<file path="src/rtl/ulpi_rx_buf.sv">
`default_nettype none
// ============================================================================
// Module   : ulpi_rx_buf
// Purpose  : ULPI receive-side capture and buffer. Tracks PHY bus ownership
//            (DIR), separates packet bytes (NXT=1) from RX CMD bytes (NXT=0)
//            while the PHY drives the bus, and stores packet bytes in a
//            DEPTH-byte FIFO that a consumer drains with a one-cycle pop
//            latency. A dropped byte sets a sticky overflow flag.
// Revision : 1.0 - initial release
//
// Ports
//   i_clk        ULPI 60 MHz clock, all logic on rising edge
//   i_rst_n      asynchronous active-low reset
//   i_dir/i_nxt  ULPI DIR / NXT from the PHY
//   i_data       ULPI DATA as sampled from the bus
//   i_clr        synchronous flush of FIFO and overflow flag
//   i_rd_en      pop request
//   o_rd_data    popped byte (registered), o_rd_vld one-cycle strobe
//   o_count      bytes held; o_empty / o_full / o_overflow status
//   o_rxcmd      last RX CMD byte, o_rxcmd_vld one-cycle update strobe
//   o_pkt_end    pulse after a bus turn that carried packet bytes
//   o_pkt_total / o_drop_total  saturating statistics (ULPI_RX_STATS_EN only)
//
// Configuration macro: ULPI_RX_STATS_EN adds the two statistics counters.
// ============================================================================
module ulpi_rx_buf #(
  parameter int  DEPTH = 32,
  localparam int CNT_W = $clog2(DEPTH) + 1
) (
  input  logic             i_clk,
  input  logic             i_rst_n,
  input  logic             i_dir,
  input  logic             i_nxt,
  input  logic [7:0]       i_data,
  input  logic             i_clr,
  input  logic             i_rd_en,
  output logic [7:0]       o_rd_data,
  output logic             o_rd_vld,
  output logic [CNT_W-1:0] o_count,
  output logic             o_empty,
  output logic             o_full,
  output logic             o_overflow,
  output logic [7:0]       o_rxcmd,
  output logic             o_rxcmd_vld,
`ifdef ULPI_RX_STATS_EN
  output logic [15:0]      o_pkt_total,
  output logic [15:0]      o_drop_total,
`endif
  output logic             o_pkt_end
);

  localparam int AW = $clog2(DEPTH);

  typedef enum logic [1:0] {
    SYNC = 2'd0,
    IDLE = 2'd1,
    TURN = 2'd2,
    RECV = 2'd3
  } state_t;

  state_t state, state_n;

  logic [7:0]       mem [DEPTH];
  logic [AW-1:0]    wr_ptr, rd_ptr;
  logic             seen_byte;   // a packet byte arrived in the current turn

  logic             push_req, cmd_req, end_req;
  logic             pop_ok, push_ok, drop;
  logic [CNT_W-1:0] count_n;

  // Next-state and bus decode
  always_comb begin
    state_n  = state;
    push_req = 1'b0;
    cmd_req  = 1'b0;
    end_req  = 1'b0;
    case (state)
      // Stay here until the PHY releases the bus, so a reset in the middle
      // of a packet never captures the tail of that packet.
      SYNC: if (!i_dir) state_n = IDLE;
      IDLE: if (i_dir) state_n = TURN;
      TURN: state_n = i_dir ? RECV : IDLE;
      RECV: begin
        if (i_dir) begin
          push_req = i_nxt;
          cmd_req  = !i_nxt;
        end else begin
          end_req  = 1'b1;
          state_n  = IDLE;
        end
      end
      default: state_n = SYNC;
    endcase
  end

  // A pop frees a slot in the same cycle, so a push into a full FIFO
  // succeeds when it coincides with a pop. An empty FIFO never bypasses.
  always_comb begin
    pop_ok  = i_rd_en && !o_empty;
    push_ok = push_req && (!o_full || pop_ok);
    drop    = push_req && !push_ok;
    count_n = o_count + CNT_W'(push_ok) - CNT_W'(pop_ok);
  end

  always_ff @(posedge i_clk or negedge i_rst_n) begin
    if (!i_rst_n) begin
      state        <= SYNC;
      wr_ptr       <= '0;
      rd_ptr       <= '0;
      o_count      <= '0;
      o_empty      <= 1'b1;
      o_full       <= 1'b0;
      o_overflow   <= 1'b0;
      o_rd_data    <= 8'h00;
      o_rd_vld     <= 1'b0;
      o_rxcmd      <= 8'h00;
      o_rxcmd_vld  <= 1'b0;
      o_pkt_end    <= 1'b0;
      seen_byte    <= 1'b0;
`ifdef ULPI_RX_STATS_EN
      o_pkt_total  <= 16'h0000;
      o_drop_total <= 16'h0000;
`endif
    end else begin
      state       <= state_n;
      o_rd_vld    <= 1'b0;
      o_rxcmd_vld <= cmd_req;
      if (cmd_req) o_rxcmd <= i_data;

      o_pkt_end <= end_req && seen_byte;
      if (end_req)       seen_byte <= 1'b0;
      else if (push_req) seen_byte <= 1'b1;

      // Flush wins over any push or pop in the same cycle.
      if (i_clr) begin
        wr_ptr     <= '0;
        rd_ptr     <= '0;
        o_count    <= '0;
        o_empty    <= 1'b1;
        o_full     <= 1'b0;
        o_overflow <= 1'b0;
      end else begin
        if (pop_ok) begin
          o_rd_data <= mem[rd_ptr];
          o_rd_vld  <= 1'b1;
          rd_ptr    <= rd_ptr + AW'(1);
        end
        if (push_ok) wr_ptr <= wr_ptr + AW'(1);
        if (drop)    o_overflow <= 1'b1;
        o_count <= count_n;
        o_empty <= (count_n == '0);
        o_full  <= (count_n == CNT_W'(DEPTH));
      end

`ifdef ULPI_RX_STATS_EN
      if (i_clr) begin
        o_pkt_total  <= 16'h0000;
        o_drop_total <= 16'h0000;
      end else begin
        if (end_req && seen_byte && (o_pkt_total != 16'hFFFF))
          o_pkt_total <= o_pkt_total + 16'd1;
        if (drop && (o_drop_total != 16'hFFFF))
          o_drop_total <= o_drop_total + 16'd1;
      end
`endif
    end
  end

  // Storage is not reset; only the pointers define what is valid.
  always_ff @(posedge i_clk) begin
    if (push_ok && !i_clr) mem[wr_ptr] <= i_data;
  end

endmodule
`default_nettype wire

</file>
<file path="config.mk">
export PLATFORM = sky130hd
export DESIGN_NAME = ulpi_rx_buf
export DESIGN_NICKNAME = d
export VERILOG_FILES = /design/src/rtl/ulpi_rx_buf.sv
export SDC_FILE = /design/constraint.sdc
export NUM_CORES = 1
export LEC_CHECK = 0
export ABC_AREA = 1
export BUFFER_PORTS_ARGS = -buffer_cell sky130_fd_sc_hd__buf_4
export CAP_MARGIN = 20
export CORE_UTILIZATION = 40
export CTS_BUF_LIST = sky130_fd_sc_hd__clkbuf_4
export CTS_CLUSTER_DIAMETER = 40
export DETAILED_ROUTE_END_ITERATION = 10
export GPL_TIMING_DRIVEN = 0
export PLACE_DENSITY_LB_ADDON = 0.15
export SKIP_LAST_GASP = 1
export SYNTH_ARGS = -nofsm -noshare
export SYNTH_HDL_FRONTEND = slang
export SYNTH_SLANG_ARGS = --single-unit
export TNS_END_PERCENT = 10
</file>
<file path="constraint.sdc">
create_clock -name i_clk -period 3 [get_ports i_clk]
set_input_delay 0.9 -clock i_clk [delete_from_list [all_inputs] [get_ports i_clk]]
set_output_delay 0.9 -clock i_clk [all_outputs]
set_load 0.01 [all_outputs]
</file>
# ---- Word level (Yosys, flattened, before mapping)
# Memories as Yosys holds them, arrays and structs flattened. A register that Yosys moved wholly into a read port is not among the register bits.
# Index checks and enable logic that the tools add are counted.
# Widths: inputs -> output; s select.
dict set report word_totals {
  reg_bits 33
  ramBits 256
  input_bits 14
  output_inout_bits 28
  elab_cells 70
  n_memories 1
}
dict set report classes {
  addsub 4
  eq_ne 6
  mux 25
  n_bitwise 1
  n_reduce_logical 21
}
# memory depth word_bits read_ports rd_clocked_by_memory_dff write_ports line_no
set memory_table {}
lappend memory_table {mem 32 8 1 1 1 63} ;# logic [7:0] mem [DEPTH];
# operator n
set op_table {}
lappend op_table {{$mux 5} 4}
lappend op_table {{$mux 1} 16}
lappend op_table {{$add 5x1->5 const B} 2}
lappend op_table {{$reduce_bool 2->1} 4}
lappend op_table {{$add 6x1->6} 1}
lappend op_table {{$eq 6x6->1 const B} 1}
lappend op_table {{$logic_not 1->1} 6}
lappend op_table {{$logic_not 6->1} 1}
lappend op_table {{$mux 2} 3}
lappend op_table {{$mux 6} 1}
lappend op_table {{$pmux 2 s3} 1}
lappend op_table {{$sub 6x1->6} 1}
lappend op_table {{$logic_and 1x1->1} 5}
lappend op_table {{$eq 2x2->1 const B} 2}
lappend op_table {{$ne 2x2->1 const B} 2}
lappend op_table {{$reduce_and 2->1} 2}
lappend op_table {{$eq 2x1->1 const B} 1}
lappend op_table {{$logic_not 2->1} 1}
lappend op_table {{$reduce_or 2->1} 1}
lappend op_table {{$logic_or 1x1->1} 1}
lappend op_table {{$not 1->1} 1}

# ---- Depth between registers and ports, before layout
dict set report logic_depth {
  ltp_word 8
  mapped_depth 15
  depth_no_buf 15
}

# ---- Worst setup path before layout
# OpenSTA, ideal clock, no wires.
dict set report synth_path {
  kind {in2reg}
  startpoint {in i_rd_en}
  endpoint {reg o_empty}
  arrival_ps 2884
  slack_ps 37
  path_stages 14
  path_cell_list {inv_1 > nor2_4 > inv_2 > a21oi_2 > inv_2 > ha_1 > inv_1 > ha_1 > fa_1 > nand3_1 > nand2_1 > xnor2_1 > nand3_1 > o21ai_0}
}
dict set report synth_between {
  elab_chain_len 7
}
# item line_no
set synth_lines {}
lappend synth_lines {{start: declaration} 36} ;# input logic i_rd_en,
lappend synth_lines {{$logic_and 1x1->1 (*)} 99} ;# pop_ok = i_rd_en && !o_empty;
lappend synth_lines {{$logic_or 1x1->1} 100} ;# push_ok = push_req && (!o_full || pop_ok);
lappend synth_lines {{$logic_and 1x1->1} 100}
lappend synth_lines {{$add 6x1->6} 102} ;# count_n = o_count + CNT_W'(push_ok) - CNT_W'(pop_ok);
lappend synth_lines {{$sub 6x1->6 (*)} 102}
lappend synth_lines {{$logic_not 6->1 (*)} 151} ;# o_empty <= (count_n == '0);
lappend synth_lines {{$mux 1 (*)} 135} ;# if (i_clr) begin
lappend synth_lines {{end signal: assignment} 151}
lappend synth_lines {{end: declaration} 40} ;# output logic o_empty,
# Every way passes the cells marked *; elsewhere a longest branch is shown, timed or not.
# A chain may end at the register's enable or synchronous reset.

# ---- Worst setup path in the final report
dict set report layout_path {
  startpoint {reg state[0]}
  endpoint {reg o_empty}
}
dict set report layout_between {
  elab_chain_len 7
}
# item line_no
set layout_lines {}
lappend layout_lines {{start: declaration} 61} ;# state_t state, state_n;
lappend layout_lines {{start signal: assignment} 125} ;# state <= state_n;
lappend layout_lines {{$eq 2x2->1} 77} ;# case (state)
lappend layout_lines {{$mux 1} 77}
lappend layout_lines {{$logic_and 1x1->1} 100}
lappend layout_lines {{$add 6x1->6} 102}
lappend layout_lines {{$sub 6x1->6} 102}
lappend layout_lines {{$logic_not 6->1} 151}
lappend layout_lines {{$mux 1} 135}
# No other way between the ends.

==> results by group <==
Run status
  • Outcome: completed

Placement
  • Port-buffer cells: 41
  • Post-place setup slack: -410 ps
  • Dpl cells: about 1,700
  • DP HPWL: 22,300 um
  • GP Congestion: 0.892

Synthesis
  • Post-synth ARST share: 13.8%
  • Avg Cell Area, Syn: around 10 sq um
  • Cell variety after synth: 33
  • Main synth FF type: edfxtp_1
  • Sequential area share after synthesis: 68.1%
  • Dominant cell type by area after synthesis: edfxtp_1
  • Area share of the largest cell type after synthesis: approximately 60%
  • Post-Syn Instances: between 1,000 and 1,500
  • EDFF count, synth: approximately 260
  • Synth warn: 0
  • Syn Std Cell Area: roughly 13,000 sq um
  • Seq cells post-synth: 297
  • Post-synth top cells: nand2_1, edfxtp_1, nand3_1
  • Most common cell in the synthesized netlist: nand2_1
  • Synth top area cells: edfxtp_1, nand2_1, dfrtp_1
  • Synth Net Count: 1,257

Cells and area
  • Non-Filler Instances: 1,821
  • Post-layout util: 46.8%
  • FILL cells: 3,059
  • Fin nets: 1,384
  • FF+latch area: a little under 9000 sq um
  • Area grow syn2layout: 15.3%
  • Area of the multi-input gates: around 3300 sq um
  • Fraction of layout cells with a size suffix above 1: 16.6%

Global route
  • GRT Total Usage: between 20 and 25%
  • Largest net degree at the start of global routing: between 40 and 50
  • Vias in the first global route: just under 9,000
  • Global-route wire length before repair: 53,000 um
  • Initial antenna violation count: 1
  • Global route overflow: 0

Die
  • FP Rows: 65
  • Die Area: 32,700 sq um
  • DIE HEIGHT: 181 um
  • Width of the die: 181 um
  • Initial Util: approximately two fifths
  • Core footprint: between 30,000 and 40,000 sq um
  • Ports: 42

Job
  • Max-cap viol count: 0

Setup path
  • Critical path class: flop to flop
  • Crit-path max cell delay: between 400 and 500 ps
  • Reg2Reg Setup Slack: ~240 ps
  • Largest delay share family, worst path: adder cells
  • Crit path buf inv count: 2
  • Crit Path Max Fanout: 7
  • Crit path cell chain: ha_1, nand3_1, a21oi_2, inv_2, ha_1, inv_1, ha_1, fa_1, xor2_1, nor3_2, nand3_1, o21ai_1
  • Critical path startpoint category: flop
  • Slowest CP cell: fa_1
  • Most used cell, CP: ha_1
  • Crit. End Element: flop
  • Req. time, crit path: around 3600 ps
  • Critical Path AT: ~3400 ps

Power and ir drop
  • Peak supply drop: 0.000422 V
  • Pwr dens: ~700 nW/um^2
  • LEAKAGE: 6.25 nW

Worst hold path
  • Hold WC Path Type: input port to async pin

STA
  • Final Hold Fails: 0
  • Setup-failing EPs final: 0
  • Setup TNS: 0 ps
  • Slew HR: 37.8%
  • Min Tclk post-route: 2760 ps
  • Tightest hold margin: 240 ps
  • Worst Max-Slew Pin Slew: a little over 900 ps
  • Max Clock Freq: about 360 MHz
  • Fin. max-slew vios: 0
  • Setup ws final: around 240 ps
  • RSZ-0062 raised after global routing: false
  • Skew final: 32.7 ps
  • Final worst-path cycle share: 92.0%

Route
  • First-pass DRT Iterations: 5
  • Initial DRC count: 626
  • Vias: between 9,000 and 10,000
  • Antenna-violating nets left: 0
  • Post-DR vias/cell: roughly 5
  • Overall routed net length: 35,200 um
  • Routed len/inst: 19.3 um
  • Post-route DRC violation count: 0

Clock tree
  • Root Driver: clkbuf_4
  • Clock Path Buffers: 3
  • Clk Latency, worst-skew pair: roughly 700 ps
  • Number of clock sinks: 297
  • Total CTS buffers: 82
  • H-tree depth: 3
  • Reg clk slew, reported paths: 70 ps
  • CTS tree: yes
  • Cts hold-fix bufs: 0
power breakdown:
part,switching [W],internal (W)
clock,0.00170,0.00219
sequential,0.000124,0.00466
combinational,0.00107,0.000626
total,0.00289,0.00748
cell usage in the layout, fill, tap and decap left out, drive strengths merged:
master and count:
clkinvlp 2, fa 1, or2 1, dfstp 1
o21a 1, o21ai 20, nand3 166, clkinv 16
nor2 92, xnor2 3, edfxtp 256, clkbuf 135
o31ai 1, a21oi 25, buf 87, dfrtp 40
nand2 404, a31oi 1, bufinv 3, nand4 2
ha 14, inv 138, o22ai 1, xor2 1
and3 1, nor3 6, diode 1
worst paths after layout:
check                      cells past startpoint                        to                     start
setup / recovery                              12         o_empty$_DFF_PN1_      state[0]$_DFFE_PN0P_
min in group i_clk                             2     o_rxcmd_vld$_DFF_PN0_                     i_nxt
setup reg to reg                              12         o_empty$_DFF_PN1_      state[0]$_DFFE_PN0P_
hold / removal                                 1      o_count[3]$_DFF_PN0_                   i_rst_n
max in group asynchronous                      1  o_rd_data[6]$_DFFE_PN0P_                   i_rst_n
hold reg to reg                                2  o_rd_data[7]$_DFFE_PN0P_  o_rd_data[7]$_DFFE_PN0P_
registers in the layout, indices dropped and copies added, names as in the netlist:
register,cells
state,2
o_rd_data,8
o_empty,1
o_rxcmd_vld,1
o_rxcmd,8
rd_ptr,5
wr_ptr,5
o_count,6
seen_byte,1
mem,256
o_full,1
o_overflow,1
o_pkt_end,1
o_rd_vld,1
per-stage QoR:
step                area (sq um)  total power (W)
finish                     14800           0.0104
global route               14800           0.0109
CTS                        14700           0.0104
detailed placement         13600          0.00652
global placement           13600          0.00650
floorplan                  12800          0.00585
worst reg2reg max path, cell delays in order, from the launching register on:
cell,delay (ps)
dfrtp_1,390
ha_1,190
nand3_1,160
a21oi_2,210
inv_2,130
ha_1,300
inv_1,40
ha_1,210
fa_1,440
xor2_1,200
nor3_2,150
nand3_1,130
o21ai_1,150
timing repair:
| item | 4_1_cts | 5_1_grt |
|---|---|---|
| gates resized for setup | 0 | 3 |
| buffers inserted | 0 | 1 |
| endpoints found under the setup margin | 0 | 2 |
final cells by class:
class,instances,area share [%]
repair buffers,43,2.17
clock inverters,19,1.11
flip-flops and latches,297,59.0
inverters,140,3.56
multi-input cells,740,22.3
well taps,402,3.41
clock buffers,128,6.51
plain buffers,51,1.87
diodes,1,0.0169
metal layers:
metal | up-vias | share of wire, % | global-route usage, %
met5 | - | 0 | 0
met4 | 0 | 2.8 | 8.99
met3 | 64 | 5.7 | 4.37
met2 | 271 | 47 | 35.6
met1 | 4317 | 44 | 29.5
li1 | 4354 | - | -
logic make-up after synthesis:
logic type	count (synthesis)	share of synthesized area [%]
AO/OA/AOI/OAI	49	2.00
buffers and inverters	191	6.26
AND/OR/NAND/NOR	672	21.9
adder cells (fa/ha/maj)	15	1.52
flip-flops	297	68.1
XOR/XNOR	4	0.274
Note: power is estimated with default switching activity, not from simulation.
